--- src/rtl/led_pattern_sequencer_pkg.sv ---
// Shared types and helpers for the LED pattern sequencer.
package led_seq_pkg;

  typedef enum logic [1:0] {
    MODE_FILL_CLEAR = 2'd0,
    MODE_FILL_DRAIN = 2'd1,
    MODE_WALK       = 2'd2,
    MODE_BLINK      = 2'd3
  } mode_t;

  typedef enum logic [1:0] {
    ST_FILL  = 2'd0,
    ST_DRAIN = 2'd1,
    ST_WALK  = 2'd2,
    ST_BLINK = 2'd3
  } state_t;

  // Widest LED bank the start-value helper can describe.
  localparam int unsigned MAX_WIDTH = 64;

  // Pattern value a mode begins its cycle with: a single lit LED for WALK,
  // all LEDs dark for everything else.
  function automatic logic [MAX_WIDTH-1:0] start_value(input mode_t m);
    logic [MAX_WIDTH-1:0] v;
    v = '0;
    if (m == MODE_WALK) v[0] = 1'b1;
    return v;
  endfunction

  // FSM state a mode begins its cycle in.
  function automatic state_t entry_state(input mode_t m);
    state_t s;
    case (m)
      MODE_WALK:  s = ST_WALK;
      MODE_BLINK: s = ST_BLINK;
      default:    s = ST_FILL;
    endcase
    return s;
  endfunction

endpackage

--- src/rtl/led_pattern_sequencer_if.sv ---
// Mode-request and LED-output bundle between the debouncer, the sequencer
// and the LED pins.
interface led_pattern_sequencer_if #(
  parameter int unsigned WIDTH = 8
);
  logic             EN;
  logic [1:0]       MODE;
  logic             MODE_REQ;
  logic [WIDTH-1:0] Q;
  logic             PENDING;
  logic             CYCLE_DONE;

  modport master (
    output EN, MODE, MODE_REQ,
    input  Q, PENDING, CYCLE_DONE
  );

  modport slave (
    input  EN, MODE, MODE_REQ,
    output Q, PENDING, CYCLE_DONE
  );
endinterface

--- src/rtl/led_pattern_sequencer_prescaler.sv ---
// Step prescaler: one TICK every DIV enabled cycles; count holds while EN=0.
module step_prescaler #(
  parameter int unsigned DIV = 1
) (
  input  logic CLK,
  input  logic RST,
  input  logic EN,
  output logic TICK
);
  localparam int unsigned   CW   = (DIV > 1) ? $clog2(DIV) : 1;
  localparam logic [CW-1:0] LAST = CW'(DIV - 1);

  logic [CW-1:0] cnt;

  assign TICK = EN && (cnt == LAST);

  // Cycle counter 0..DIV-1, advanced only while enabled.
  always_ff @(posedge CLK or posedge RST) begin
    if (RST) begin
      cnt <= '0;
    end else if (TICK) begin
      cnt <= '0;
    end else if (EN) begin
      cnt <= cnt + CW'(1);
    end
  end
endmodule

--- src/rtl/led_pattern_sequencer.sv ---
// Mode-selectable LED pattern sequencer. Mode changes are queued and only
// applied at a pattern-cycle boundary so a sweep is never cut short.
module led_pattern_sequencer
  import led_seq_pkg::*;
#(
  parameter int unsigned WIDTH = 8,
  parameter int unsigned DIV   = 1
) (
  input  logic                   CLK,
  input  logic                   RST,
  led_pattern_sequencer_if.slave bus
);
  localparam logic [WIDTH-1:0] ALL_ONES = '1;
  localparam logic [WIDTH-1:0] LSB_ONLY = WIDTH'(1);
  localparam logic [WIDTH-1:0] MSB_ONLY = LSB_ONLY << (WIDTH - 1);

  state_t           state, state_n;
  mode_t            active_mode, active_mode_n;
  mode_t            pending_mode, pending_mode_n;
  mode_t            next_mode;
  logic             pending, pending_n;
  logic [WIDTH-1:0] q, q_n;
  logic             done, done_n;
  logic             tick;
  logic             boundary;

  step_prescaler #(.DIV(DIV)) u_prescaler (
    .CLK  (CLK),
    .RST  (RST),
    .EN   (bus.EN),
    .TICK (tick)
  );

  // State, pattern, pending request and cycle-done registers.
  always_ff @(posedge CLK or posedge RST) begin
    if (RST) begin
      state        <= ST_FILL;
      active_mode  <= MODE_FILL_CLEAR;
      pending_mode <= MODE_FILL_CLEAR;
      pending      <= 1'b0;
      q            <= '0;
      done         <= 1'b0;
    end else begin
      state        <= state_n;
      active_mode  <= active_mode_n;
      pending_mode <= pending_mode_n;
      pending      <= pending_n;
      q            <= q_n;
      done         <= done_n;
    end
  end

  // Next pattern step, boundary detection and request queueing.
  always_comb begin
    state_n        = state;
    active_mode_n  = active_mode;
    pending_mode_n = pending_mode;
    pending_n      = pending;
    q_n            = q;
    done_n         = 1'b0;
    boundary       = 1'b0;
    next_mode      = active_mode;

    if (tick) begin
      case (state)
        ST_FILL: begin
          if (q == ALL_ONES) begin
            if (active_mode == MODE_FILL_DRAIN) begin
              q_n     = q >> 1;
              state_n = ST_DRAIN;
            end else begin
              boundary = 1'b1;
            end
          end else begin
            q_n = {q[WIDTH-2:0], 1'b1};
          end
        end
        ST_DRAIN: begin
          if (q == LSB_ONLY) boundary = 1'b1;
          else               q_n = q >> 1;
        end
        ST_WALK: begin
          if (q == MSB_ONLY) boundary = 1'b1;
          else               q_n = {q[WIDTH-2:0], q[WIDTH-1]};
        end
        ST_BLINK: begin
          if (q == ALL_ONES) boundary = 1'b1;
          else               q_n = ~q;
        end
        default: ;
      endcase

      // Every mode's normal wrap equals a restart at its own start value and
      // entry state, so a wrap and a mode change share one path.
      if (boundary) begin
        if (pending) begin
          next_mode = pending_mode;
          pending_n = 1'b0;
        end
        active_mode_n = next_mode;
        q_n           = WIDTH'(start_value(next_mode));
        state_n       = entry_state(next_mode);
        done_n        = 1'b1;
      end
    end

    // A request on a boundary edge is kept for the following boundary.
    if (bus.MODE_REQ) begin
      pending_mode_n = mode_t'(bus.MODE);
      pending_n      = 1'b1;
    end
  end

  assign bus.Q          = q;
  assign bus.PENDING    = pending;
  assign bus.CYCLE_DONE = done;
endmodule

--- src/flat_wrapper.sv ---
// flat-port wrapper written by rule: the top's interface ports become plain ports
module led_pattern_sequencer_flat import led_seq_pkg::*;
#(
  parameter int unsigned WIDTH = 8,
  parameter int unsigned DIV   = 1
)
  (CLK, RST, bus_EN, bus_MODE, bus_MODE_REQ, bus_Q, bus_PENDING, bus_CYCLE_DONE);
  led_pattern_sequencer_if #(.WIDTH(WIDTH)) bus_i ();
  input  logic CLK;
  input  logic RST;
  input wire logic [$bits(bus_i.EN)-1:0] bus_EN;
  input wire logic [$bits(bus_i.MODE)-1:0] bus_MODE;
  input wire logic [$bits(bus_i.MODE_REQ)-1:0] bus_MODE_REQ;
  output wire logic [$bits(bus_i.Q)-1:0] bus_Q;
  output wire logic [$bits(bus_i.PENDING)-1:0] bus_PENDING;
  output wire logic [$bits(bus_i.CYCLE_DONE)-1:0] bus_CYCLE_DONE;
  assign bus_i.EN = bus_EN;
  assign bus_i.MODE = bus_MODE;
  assign bus_i.MODE_REQ = bus_MODE_REQ;
  assign bus_Q = bus_i.Q;
  assign bus_PENDING = bus_i.PENDING;
  assign bus_CYCLE_DONE = bus_i.CYCLE_DONE;
  led_pattern_sequencer #(.WIDTH(WIDTH), .DIV(DIV)) u_core (.CLK(CLK), .RST(RST), .bus(bus_i));
endmodule
--- config.mk ---
export PLATFORM = sky130hd
export DESIGN_NAME = led_pattern_sequencer_flat
export DESIGN_NICKNAME = d
export VERILOG_FILES = /design/src/rtl/led_pattern_sequencer_pkg.sv /design/src/rtl/led_pattern_sequencer_if.sv /design/src/rtl/led_pattern_sequencer_prescaler.sv /design/src/rtl/led_pattern_sequencer.sv /design/src/flat_wrapper.sv
export SDC_FILE = /design/constraint.sdc
export NUM_CORES = 1
export LEC_CHECK = 0
export ABC_AREA = 1
export CORE_MARGIN = 1
export CORE_UTILIZATION = 46
export DETAILED_ROUTE_END_ITERATION = 12
export PLACE_DENSITY = 0.73
export RECOVER_POWER = 25
export SYNTH_ARGS = -nofsm -noshare
export SYNTH_HDL_FRONTEND = slang
export SYNTH_SLANG_ARGS = --single-unit
--- constraint.sdc ---
create_clock -name CLK -period 1.4 [get_ports CLK]
set_input_delay 0.35 -clock CLK [delete_from_list [all_inputs] [get_ports CLK]]
set_output_delay 0.35 -clock CLK [all_outputs]
set_load 0.1 [all_outputs]
==> results.yml <==
cts:
  clkTransAtPathRegs_ns: 0.11
  clock_tree.buffer_depth: 2
  clock_latency_ns: 0.31
  root_buffer: "clkbuf_4"
  cts_tree: "yes"
  cts.sinks: 17
  hold_buffers: 0
  cts_buffers: 3
  htreeDepth: 1
floorplan:
  dieArea_sq_um: 2320
  core_sq_um: 1980
  die-height_um: 48.2
  die_w_um: 48.2
  fp-row-count: 16
  io_pins: 16
  start_util_pct: 49.4
final_layout:
  areaGrowthSynthToFinish_pct: 67.8
  fin_nets: 190
  mostFrequentLayoutCell: "nand2_1"
  fillers: 100
  layout_common_cells: "nand2_1 (50), buf_4 (19), inv_1 (15)"
  fin_area_sq_um: 1640
  drive_gt1_share_pct: 45.4
  antenna_cells: 0
  final_util_pct: 83.0
place:
  gp_congestion: 0.933
  hpwl_um: 1830
  placed_cell_area_sq_um: 1450
  io_buffer_count: 15
critical_path:
  cp.arrival_ns: 1.12
  start_kind: "flop"
  cp_max_fo: 4
  end_kind: "primary output"
  path_class: "reg -> out"
  cp_data_required_time_ns: 1.05
timing:
  fmax_mhz: 679
  rsz0062_at_grt: "yes"
  finalCritPeriodShare_pct: 105
  setup_viol_count_final: 17
  setup_slack_ns: -0.0718
  worst_pin_slew_ns: 0.427
  slew_headroom_pct: 71.6
  final_hold_viol_count: 0
  period_minus_slack_ns: 1.47
  finalClockSkew_ns: 0.00727
  slew_violations: 0
  hold-worst-slack_ns: 0.495
  finalSetupTns_ns: -0.669
power:
  p_per_area_nw_per_um2: 2400
  p_clk_share_pct: 7.2
  p_leak_nw: 0.803
  p_comb_share_pct: 67.9
  p_int_mw: 1.87
  irDropWorstVdd_mv: 1.77
  p_seq_share_pct: 24.9
  p_switching_mw: 2.07
  switching_share_pct: 52.4
synthesis:
  synth-seq-cells: 17
  yosys.cell_types.count: 16
  yosys_warnings: 0
  avgSynthCellArea_sq_um: 7.00
  netlist_area_sq_um: 980
  synth_fp_nets: 146
  synth-seq-area-share_pct: 43.4
  synthCells: 140
global_routing:
  grt_pass1_vias: 1014
  grt_max_degree: 18
  antenna_found_initial: 0
  gr-usage-all-layers_pct: 29.1
  grt.overflow.total: 0
  grt_pass1_wl_um: 4590
run:
  cap_violations: 0
route:
  drt_wl_total_um: 2920
  firstDrtPassIters: 6
  drt_iter0_drc: 73
  vias_per_cell: 5.35
  vias: 1124
  post_drt_wl_per_cell_um: 13.9
  drc: 0
  ant_nets: 0
min_path:
  hp-class: "reg -> reg"
run_status:
  failed_checks: "setup timing"
  status: "complete, but fails checks"
final cells by class:
cell class / count / area [sq um] / share of cell area, %
multi-input combinational: 103 / 593 / 36.1
clock buffer: 3 / 22.5 / 1.37
sequential: 17 / 459 / 27.9
inverter: 19 / 76.3 / 4.64
tap: 27 / 33.8 / 2.05
timing repair buffer: 40 / 454 / 27.6
clock inverter: 1 / 5.00 / 0.304
cells in the mapped netlist:
cell type,count,area share (%)
nand2_1,57,22
inv_1,17,6.5
dfrtp_1,17,43
a21oi_1,2,1.0
nand2_2,4,2.6
nor2_4,1,1.1
o21ai_2,1,0.89
o221ai_1,3,2.7
inv_2,2,0.77
clkbuf_1,1,0.38
nand3_2,2,2.0
o211ai_1,3,2.3
nand4_1,2,1.3
o21ai_0,6,3.1
nand3_1,13,6.6
nor2_1,9,3.4
per-layer routing:
layer / part of all wire, % / track usage [%]
met5: 0 / 0
met4: 2.4 / 12.8
met3: 7.4 / 3.70
met2: 50 / 45.3
met1: 40 / 40.5
worst max-delay path: stages (launching register included):
cell and delay [ns]:
dfrtp_4 0.52, buf_6 0.14, buf_12 0.15
registers in the layout (all words and copies together) (netlist names):
name / cells
u_core.state: 2
u_core.u_prescaler.cnt: 1
u_core.bus.PENDING: 1
u_core.pending_mode: 2
u_core.bus.Q: 8
u_core.active_mode: 2
u_core.bus.CYCLE_DONE: 1
worst paths after layout:
path | startpoint | end | slack, ns | depth (start not counted)
setup / recovery | u_core.bus.Q[2] | bus_Q[2] | -0.07 | 2
hold / removal | u_core.pending_mode[1] | u_core.pending_mode[1] | 0.50 | 2
max in group asynchronous | RST | u_core.bus.Q[0] | 0.51 | 3
min in group asynchronous | RST | u_core.bus.Q[3] | 0.54 | 3
setup reg to reg | u_core.bus.Q[4] | u_core.bus.Q[4] | -0.05 | 8
hold reg to reg | u_core.pending_mode[1] | u_core.pending_mode[1] | 0.50 | 2
logic make-up (layout without fill, tap and decap cells):
| group | Yosys count | count (layout) | share of synthesized area (%) |
|---|---|---|---|
| compound gates | 15 | 15 | 9.96 |
| buf+inv | 20 | 63 | 7.66 |
| flops | 17 | 17 | 43.4 |
| simple gates | 88 | 88 | 39.0 |
power by group through the flow:
stage               sequential (mW)  clock [mW]  combinational (mW)
floorplan                      1.67           0               0.733
finish                        0.982       0.283                2.67
global route                  0.999       0.300                2.84
global placement              0.960           0                2.29
detailed placement            0.967           0                2.33
CTS                           0.957       0.283                2.58
metrics by stage:
step	std cells	setup slack, ns	total power [mW]
after floorplan	140	-0.0433	2.40
after global placement	196	-0.0165	3.25
after detailed placement	196	-0.0674	3.29
after CTS	208	-0.0613	3.82
after global routing	210	-0.116	4.14
final	210	-0.0718	3.94
what timing repair did:
| item | in CTS | in global routing |
|---|---|---|
| setup endpoints to repair | 16 | 18 |
| pin swaps | 11 | 5 |
| buffers inserted | 8 | 2 |
| resized for setup | 18 | 8 |
(Power assumes the default switching activity.)
